## src/rtl/bit_serial_addsub_ctrl.sv

```systemverilog
// Bit-serial WIDTH-bit add/subtract: one full-adder evaluation per clock, LSB first,
// sequenced by an IDLE/RUN/DONE handshake FSM with carry, overflow and zero flags.
module bit_serial_addsub_ctrl #(
  parameter int WIDTH = 64
) (
  input  logic             clk,
  input  logic             rst_n,
  input  logic             start,
  input  logic             sub,
  input  logic [WIDTH-1:0] a,
  input  logic [WIDTH-1:0] b,
  output logic             busy,
  output logic             done,
  output logic [WIDTH-1:0] result,
  output logic             c_out,
  output logic             overflow,
  output logic             zero
);

  localparam int            CW     = $clog2(WIDTH);
  localparam logic [CW-1:0] LAST   = CW'(WIDTH - 1);
  localparam logic [CW-1:0] PENULT = CW'(WIDTH - 2);

  typedef enum logic [1:0] {IDLE, RUN, DONE} state_t;

  state_t            state, state_nxt;
  logic              accept, last_bit;
  logic [WIDTH-1:0]  a_sh, b_sh, result_q, result_nxt;
  logic [CW-1:0]     count;
  logic              carry, c_msb_in;
  logic              c_out_q, overflow_q, zero_q;
  logic              fa_sum, fa_cout;

  // The single full-adder slice the whole operation is time-multiplexed through.
  assign fa_sum     = a_sh[0] ^ b_sh[0] ^ carry;
  assign fa_cout    = (a_sh[0] & b_sh[0]) | (carry & (a_sh[0] ^ b_sh[0]));
  assign result_nxt = {fa_sum, result_q[WIDTH-1:1]};

  // NOTE: sequential state uses non-blocking assignments so every register
  // samples pre-edge values regardless of statement order.
  always_ff @(posedge clk or negedge rst_n) begin
    if (!rst_n) state <= IDLE;
    else        state <= state_nxt;
  end

  // NOTE: every output of this block gets a default first, so no path
  // through the case leaves a signal unassigned and no latch is inferred.
  always_comb begin
    state_nxt = state;
    accept    = 1'b0;
    last_bit  = 1'b0;
    case (state)
      IDLE: begin
        if (start) begin
          accept    = 1'b1;
          state_nxt = RUN;
        end
      end
      RUN: begin
        if (count == LAST) begin
          last_bit  = 1'b1;
          state_nxt = DONE;
        end
      end
      DONE: begin
        if (start) begin
          accept    = 1'b1;
          state_nxt = RUN;
        end else begin
          state_nxt = IDLE;
        end
      end
      default: state_nxt = IDLE;
    endcase
  end

  // NOTE: the shift registers are plain flops rather than a memory array, so
  // they are all reset; abort mid-RUN must leave nothing visible behind.
  always_ff @(posedge clk or negedge rst_n) begin
    if (!rst_n) begin
      a_sh       <= '0;
      b_sh       <= '0;
      result_q   <= '0;
      count      <= '0;
      carry      <= 1'b0;
      c_msb_in   <= 1'b0;
      c_out_q    <= 1'b0;
      overflow_q <= 1'b0;
      zero_q     <= 1'b0;
    end else if (accept) begin
      // Subtraction is a + ~b + 1: the +1 rides in as the initial carry.
      a_sh       <= a;
      b_sh       <= sub ? ~b : b;
      carry      <= sub;
      count      <= '0;
      c_out_q    <= 1'b0;
      overflow_q <= 1'b0;
      zero_q     <= 1'b0;
    end else if (state == RUN) begin
      a_sh     <= {1'b0, a_sh[WIDTH-1:1]};
      b_sh     <= {1'b0, b_sh[WIDTH-1:1]};
      result_q <= result_nxt;
      carry    <= fa_cout;
      if (!last_bit) count <= count + CW'(1);
      if (count == PENULT) c_msb_in <= fa_cout;
      if (last_bit) begin
        c_out_q    <= fa_cout;
        overflow_q <= c_msb_in ^ fa_cout;
        zero_q     <= (result_nxt == '0);
      end
    end
  end

  assign busy     = (state == RUN);
  assign done     = (state == DONE);
  assign result   = result_q;
  assign c_out    = c_out_q;
  assign overflow = overflow_q;
  assign zero     = zero_q;

endmodule

```

## config.mk

```make
export PLATFORM = sky130hd
export DESIGN_NAME = bit_serial_addsub_ctrl
export DESIGN_NICKNAME = d
export VERILOG_FILES = /design/src/rtl/bit_serial_addsub_ctrl.sv
export SDC_FILE = /design/constraint.sdc
export NUM_CORES = 1
export LEC_CHECK = 0
export CAP_MARGIN = 5
export CORE_UTILIZATION = 46
export CTS_CLUSTER_SIZE = 40
export DETAILED_ROUTE_END_ITERATION = 6
export HOLD_SLACK_MARGIN = 0.15
export PLACE_DENSITY = 0.76
export SLEW_MARGIN = 20
export SYNTH_ARGS = -nofsm -noshare
export SYNTH_HDL_FRONTEND = slang
export SYNTH_SLANG_ARGS = --single-unit
```

## constraint.sdc

```tcl
create_clock -name clk -period 1.7 [get_ports clk]
set_clock_uncertainty 0.15 [all_clocks]
set_input_delay 0.17 -clock clk [delete_from_list [all_inputs] [get_ports clk]]
set_output_delay 0.17 -clock clk [all_outputs]
set_load 0.02 [all_outputs]
```

## Word-level counts from Yosys, hierarchy flattened

Index checks and enable logic that the tools add are counted.
W data, S select, Z words.

- Add/sub/neg operators: 1
- Equality and inequality tests: 7
- Mux-type cells: 27
- Bitwise operators: 8
- Reduce and logical (&&, ||, !) cells: 10

Operators by type and width:

| operator | number |
|---|---|
| $mux W64 | 5 |
| $logic_not A64 Y1 | 1 |
| $not A64 Y64 | 1 |
| $mux W6 | 3 |
| $mux W1 | 16 |
| $eq A6 B6 Y1 const B | 2 |
| $reduce_and A2 Y1 | 4 |
| $add A6 B1 Y6 const B | 1 |
| $pmux W2 S3 | 1 |
| $mux W2 | 2 |
| $ne A2 B2 Y1 const B | 2 |
| $reduce_bool A2 Y1 | 2 |
| $reduce_and A3 Y1 | 1 |
| $xor A1 B1 Y1 | 3 |
| $and A1 B1 Y1 | 2 |
| $eq A2 B1 Y1 const B | 1 |
| $eq A2 B2 Y1 const B | 1 |
| $logic_not A2 Y1 | 1 |
| $ne A2 B1 Y1 const B | 1 |
| $reduce_or A2 Y1 | 1 |
| $not A1 Y1 | 1 |
| $or A1 B1 Y1 | 1 |

- Flip-flop bits (word level): 205
- Input port bits: 132
- Output and inout port bits: 69
- Logic and storage cells: 63

## Longest topological paths before layout

Gate-level depths: netlist of run 1.

- Depth in word-level cells: 7
- Gate-level depth with buffers: 6

## Least setup slack after synthesis of run 1

No wires, ideal clock.

- Path type: register -> register
- Start point: reg result_q[15] (netlist: result[15])
- End point: reg zero_q (netlist: zero)
- Data arrival time: 1455 ps
- Data required time: 1474 ps
- Path slack: 19 ps
- Cell stages (with the launch flop): 5
- Buffers on the path: 0
- Period minus slack after synthesis: 1681 ps
- Cell sequence: dfrtp_1 > nor4_1 > nand4_1 > or4_1 > o21ai_1

- Longest elaborated chain between the ends: 4

Ends and longest elaborated chain:

| what | RTL line | text |
|---|---|---|
| start, declared | 28 | `logic [WIDTH-1:0] a_sh, b_sh, result_q, result_nxt;` |
| start signal, assigned | 102 | `result_q <= result_nxt;` |
| $logic_not A64 Y1 | 109 | `zero_q <= (result_nxt == '0);` |
| $mux W1 | 106 | `if (last_bit) begin` |
| $mux W1 | 99 | `end else if (state == RUN) begin` |
| $mux W1 | 90 | `end else if (accept) begin` |
| end signal, assigned | 109 |  |
| end, declared | 31 | `logic c_out_q, overflow_q, zero_q;` |

No other way between the ends. The select of a mux whose other input is x is not followed.
A chain may end at the register's enable or synchronous reset.

## Worst setup path after layout of run 1

- Start point: reg result_q[33] (netlist: result[33])
- End point: reg zero_q (netlist: zero)

The elaborated chain is that of the path after synthesis.

==> results.md, run 1 <==
- The highest clock rate is 0.559 GHz.
- The clock network accounts for 22.5% of the total power.
- The core area is 20200 µm².
- The latest clock arrival within the worst-skew pair is 500 ps.
- The via density per instance is 5.15.
- The number of antenna violations at the first check in global routing is 0.
- The die boundary height is 145 µm.
- The worst slew margin relative to its limit is 66.3%.
- STA classifies the critical path startpoint as a flip-flop.
- The share of synthesized area occupied by flip-flops and latches is 54.3%.
- The run finished, with violations left.
- The synthesized design contains 205 register bits.
- The worst setup path is captured at a flip-flop.
- The area of the die is 21100 µm².
- The I/O pin total is 201.
- The post-synthesis cell count is 1117.
- Relative to the synthesized area, the layout overhead comes to 44.8%.
- The number of global-route vias before repair came to 8783.
- On the critical path the largest part of the delay comes from simple AND/OR/NAND/NOR gates.
- The leakage power of the design is 0.00656 µW.
- The longest individual stage delay on the worst path is 490 ps.
- The switching portion of total power is 36.9%.
- The detail route stage leaves a number of antenna-violating nets equal to 0.
- The average cell area after synthesis is 8.46 µm².
- For this block, the routed nets add up to 25.7 mm of wire.
- Global routing used 24.6% of the available tracks across all layers.
- The worst setup path is of the flip-flop to flip-flop kind.
- After clock tree synthesis, the clock-pin slew on the worst setup and hold paths is 60 ps.
- Along the worst path, the maximum fanout reaches 2.
- The pin count of the biggest net entering global routing is 94.
- The internal portion of the total power is 14100 µW.
- Data on the critical path is required at its endpoint by 1970 ps.
- The count of synthesis-stage warnings from yosys is 0.
- In the routed design, unresolved DRC markers number 0.
- The signal on the critical path passes through nor4_2, buf_4, nand4_1, or4_1, o21ai_1.
- The count of unique library cells instantiated by Yosys is 34.
- Measured along the x axis, the die boundary spans 145 µm.
- The total negative slack for setup checks is -90.2 ps.
- The max-capacitance violation count is 0.
- The post-route worst setup slack is -90.2 ps.
- The routed layout has 8732 vias.
- Summing every instance area after synthesis gives 9450 µm².
- The CTS tree is yes.
- Setup violations remaining at the end of the flow were counted as 1.
- The first-pass GRT wire length is 42.7 mm.
- The effective utilization at floorplan is 46.8%.
- The number of endpoints with negative hold slack in the final report is 0.
- Fill cells in the final layout number 1600.
- The fraction of layout instances using a drive strength above 1 is 9.41%.
- The level count of the clock H-tree is 1.
- The root cell of the clock tree is clkbuf_16.
- The setup slack of the most critical reg-to-reg path is -90 ps.
- The combinational group share of total power is 40.7%.
- The half-perimeter wire length after detailed placement is 15.9 mm.
- The number of nets in the synthesized netlist is 1252.
- The count of TritonRoute iterations in the first routing pass is 5.
- Data on the critical path arrives at its endpoint at 2060 ps.
- The total power after layout is 22300 µW.
- Setup repair after global routing could not meet its margin everywhere.
- The sum of overflow across all layers after global routing is 0.
- The final reports fail on negative setup slack.
- At the end of routability-driven placement, the weighted congestion stood at 0.817.
- The pin slew with the least headroom to its limit is 505 ps.
- The net count reported at finish is 1543.
- The critical path's slowest cell is or4_1.
- The areal power density over the cells is 1630 nW/µm².
- The sequential cell area is 5130 µm².
- CTS saw 205 sinks.
- The power dissipated by switching net loads is 8230 µW.
- IR analysis of the VDD net gives a maximum drop of 0.00103 V.
- The number of CTS-inserted buffers is 23.
- The number of max-slew violations in the final report was 0.
- Buffers placed on the I/O ports in this run total 200.
- The part of the total power dissipated in sequential elements is 36.8%.
- The maximum number of buffers from clock root to sink is 3.
- The worst hold path belongs to the class primary input to flip-flop.
- The number of buffers and inverters on the critical path is 1.
- The area taken by multi-input logic gates is 3980 µm².
- The number of antenna cells inserted is 0.
- The fraction of the cycle the final worst path needs is 105%.
- Buffers added to address setup during post-CTS repair amount to 0.
- Row generation in the floorplan step produced 52 rows.
- The routed design could run at a clock period as short as 1790 ps.
- In this run, the number of DRC markers left after iteration 0 of detailed routing was 446.
- The routed wire length per instance is 15.2 µm.
## power by group through the flow
stage	Sequential (µW)	Clock [µW]	Combinational, µW
final	8210	5020	9080
after global routing	8450	5320	10100
after CTS	8180	5090	9020
after detailed placement	8200	0	9180
after global placement	8140	0	8960
after floorplan	8690	0	4740
## placed cells by master, fill, tap and decap left out, types with 7 or more instances in the layout
master	count
nand2_1	440
dfrtp_1	204
nor2_1	129
clkdlybuf4s50_1	129
a31oi_1	120
buf_4	68
xor2_1	64
dlygate4sd3_1	60
dlygate4sd2_1	51
clkbuf_16	24
buf_12	17
clkdlybuf4s15_1	16
nor4_1	12
clkbuf_8	8
inv_1	7
clkbuf_1	7
## cells by family after synthesis
family	after synthesis	share of synthesized area [%]
flip-flops	205	54.3
adder cells (fa/ha/maj)	3	0.477
AO/OA/AOI/OAI	145	9.70
buffers and inverters	88	4.07
AND/OR/NAND/NOR	609	25.2
XOR/XNOR	67	6.21
## per-layer routing
| layer | share of wire (%) | wire, µm | up-vias | global-route usage, % |
|---|---|---|---|---|
| li1 | - | - | 4234 | - |
| met1 | 44 | 11300 | 4209 | 32.6 |
| met2 | 48 | 12300 | 248 | 41.1 |
| met3 | 5.9 | 1510 | 41 | 4.65 |
| met4 | 2.2 | 565 | 0 | 6.84 |
| met5 | 0 | 0 | - | 0 |
## Yosys cell counts
master	count	area, µm²
nand2_1	440	1650
dfrtp_1	205	5130
nor2_1	129	484
a31oi_1	120	751
xor2_1	64	561
buf_2	43	215
clkbuf_1	21	78.8
buf_1	15	56.3
nor4_1	15	93.8
inv_1	7	26.3
nand4_1	6	37.5
o21ai_0	6	30.0
a21oi_1	5	25.0
nand3_1	5	25.0
nor3_1	4	20.0
o22ai_1	4	25.0
xnor2_1	3	26.3
a211oi_1	2	15.0
a221o_1	2	20.0
a22oi_1	2	15.0
ha_1	2	25.0
inv_2	2	7.51
nand2b_1	2	12.5
nand3b_1	2	15.0
nor2b_1	2	12.5
a211oi_2	1	12.5
a22o_1	1	8.76
and2_1	1	6.26
and4_1	1	8.76
fa_1	1	20.0
nor4b_1	1	8.76
o2111ai_1	1	8.76
o21ai_1	1	5.00
or4_1	1	7.51
## through the flow
stage,util (%),area (µm²),cells,hold WS [ps],setup slack (ps)
after floorplan,-,9450,1117,-276,18.8
after global placement,61.0,12300,1592,-49.5,-60.7
after detailed placement,61.0,12300,1592,-51.1,-155
after CTS,67.4,13600,1693,151,-107
after global routing,67.8,13700,1694,161,-157
final,67.8,13700,1694,161,-90.2
## cell type report
type                    instances  share of cell area (%)
clock inverters                 4                   0.512
repair buffers                345                    25.0
clock buffers                  37                    5.11
inverters                       9                   0.284
flip-flops and latches        205                    37.5
well taps                     270                    2.47
multi-input cells             824                    29.1
## sequential cells by signal, indices dropped and copies added, names as in the netlist, 2 cells and up
name    cells
a_sh       64
b_sh       64
count       6
result     64
state       2
## what timing repair did
action / 4_1_cts / 5_1_grt
pin swaps: 1 / 1
endpoints found under the setup margin: 71 / 20
endpoints found under the hold margin: 263 / 0
gates resized for setup: 77 / 23
hold buffers: 60 / 0
gates cloned: 0 / 1
## path summary, 6_finish.rpt
| check | depth (start not counted) | endpoint | startpoint |
|---|---|---|---|
| setup / recovery | 5 | zero | result[33] |
| hold / removal | 3 | a_sh[9] | a[9] |
| setup reg to reg | 5 | zero | result[33] |
| hold reg to reg | 2 | b_sh[63] | b_sh[63] |
| max in group asynchronous | 4 | b_sh[12] | rst_n |
| min in group asynchronous | 3 | a_sh[4] | rst_n |
## worst min-delay path, stage by stage
cell             delay [ps]
clkdlybuf4s50_1         390
nor2_1                  140
a31oi_1                  60
Power figures use the tool's default switching activity.
==> run 2: changes to the inputs <==
CORE_UTILIZATION = 50   (was 46)
PLACE_DENSITY = 0.79   (was 0.76)
SETUP_SLACK_MARGIN = 0.2   (was not set)
SLEW_MARGIN = not set   (was 20)
clock period = 2.1 ns   (was 1.7 ns; I/O delays follow)
==> results.md, run 2 (same netlist as run 1, synthesis figures left out) <==
- The number of global-route vias before repair is 7970.
- The worst hold path begins at a[4].
- The sum of overflow across all layers after global routing is 0.
- The critical path capture point type is a flip-flop.
- The level count of the clock H-tree is 1.
- The layout-stage area growth over the synthesis result is 35.3%.
- The critical path startpoint category is a flip-flop.
- Setup repair after global routing could not meet its margin everywhere.
- The worst hold path belongs to the class primary input to flip-flop.
- The number of DRC violations after detailed routing is 0.
- Hold is met by 165 ps.
- Of the cells placed in the final design, the portion with a size suffix greater than 1 is 4.74%.
- The latest clock arrival within the worst-skew pair is 500 ps.
- TritonCTS built the clock tree.
- Clock tree synthesis found a total of 205 sinks.
- Of all nets on the critical path, the largest fanout is 4.
- In this run, CTS created clock tree buffers numbering 22.
- The startpoint identified for the worst register-to-register timing path is result[42].
- The worst hold path depth is 3.
- The setup fix buffers added after clock tree synthesis is 0.
- In this run the remaining antenna-violating nets after routing total 0.
- The commonest non-fill, non-tap cell in the layout is nand2_1.
- The run finished with clean final reports.
- At the pin with the least slew margin, the transition time is 637 ps.
- The routed wire length per instance is 15.5 µm.
- The initial DRC count is 574.
- The total via count after detailed routing is 8271.
- The longest clock path from root to sink contains 3 buffers.
- The data arrival at the endpoint of the critical path is 2170 ps.
- Fill cells in the final layout number 1369.
- The count of TritonRoute iterations in the first routing pass is 5.
- IR analysis of the VDD net gives a maximum drop of 0.000920 V.
- The floorplan row count is 49.
- In this run the tightest slew margin relative to its limit is 57.5%.
- In this run the clock root is driven by a clkbuf_16.
- The critical path class is flip-flop to flip-flop.
- In this run the register-to-register setup slack is 200 ps.
- The die boundary height is 139 µm.
- The number of cells on the worst reg-to-reg path is 4.
- The post-layout minimum cycle time is 1900 ps.
- The tool flagged a number of max-cap violations equal to 0.
- The I/O pin total is 201.
- The die covers 19400 µm².
- The count of input and output buffers is 200.
- The via density per instance is 5.30.
- The die width is 139 µm.
- The leakage power of the design is 0.00636 µW.
- The worst endpoint required time is 2370 ps.
- The number of antenna violations at the first check in global routing is 2.
- The core area is 18200 µm².
- The number of endpoints with negative hold slack in the final report is 0.
- The clock-pin slew on the worst setup and hold paths is 60 ps.
- The final wirelength is 24.2 mm.
- The net count reported at finish is 1449.
- The total negative slack for setup checks is 0 ps.
- The final count of negative-setup-slack endpoints is 0.
- In the layout the commonest cells are nand2_1 (440), dfrtp_1 (205), clkdlybuf4s50_1 (133).
- The areal power density over the cells is 1330 nW/µm².
- The highest clock rate is 0.527 GHz.
- The fraction of the cycle the final worst path needs is 90.3%.
- The total power after layout is 17100 µW.
- Global routing consumed, over all layers together, 24.8% of the routing resources.
- The wire-length estimate of the detail-placed layout is 14.8 mm.
- Routability-driven placement finished with a final weighted congestion of 0.836.
- The start point of the critical path is result[42].
- The first-pass GRT wire length is 39.5 mm.
- Entering global routing, the biggest net connects 102 pins.
- The number of max-slew violations in the final report was 0.
- The effective utilization at floorplan is 51.9%.
-- run 2: layer usage --
metal / GRT usage [%] / routed length (µm) / up-vias
met3: 5.71 / 1460 / 47
li1: - / - / 4044
met1: 33.6 / 10600 / 3939
met4: 6.96 / 572 / 0
met2: 40.1 / 11600 / 241
met5: 0 / 0 / -
-- run 2: timing repair --
item                                    CTS  global route
pin swaps                                 0             0
hold buffers                             36             0
hold endpoints to repair                239             0
resized for setup                        41            31
endpoints found under the setup margin   39            32
-- run 2: path summary, 6_finish.rpt --
check	endpoint
worst min-delay path	a_sh[4]
min in group asynchronous	result[29]
worst max register to register	zero
worst max-delay path	zero
max in group asynchronous	a_sh[46]
worst min register to register	a_sh[1]
-- run 2: worst max-delay path, cell delays in order (launching register included) --
cell	delay (ps)
dfrtp_1	420
nor4_1	420
nand4_1	170
or4_1	500
o21ai_1	150
-- run 2: metrics by stage --
stage               cell area (µm²)  setup slack [ps]  utilization (%)  std cells
floorplan                      9450               419                -       1117
global placement              11600               258             63.9       1483
detailed placement            11600               140             63.9       1483
CTS                           12700               110             69.8       1559
global route                  12800               154             70.1       1560
finish                        12800               204             70.2       1561
-- run 2: area by class of cell --
cell class,count,area (µm²),share of cell area [%]
flip-flops and latches,205,5130,40.2
multi-input cells,824,3970,31.0
repair buffers,252,2620,20.5
clock buffers,30,632,4.95
well taps,229,287,2.24
clock inverters,10,100,0.784
inverters,9,38.8,0.304
diodes,2,5.00,0.0392
-- run 2: power breakdown --
group | internal, µW | switching (µW) | total (µW)
combinational | 2590 | 3730 | 6320
sequential | 5650 | 1150 | 6810
clock | 2350 | 1570 | 3920
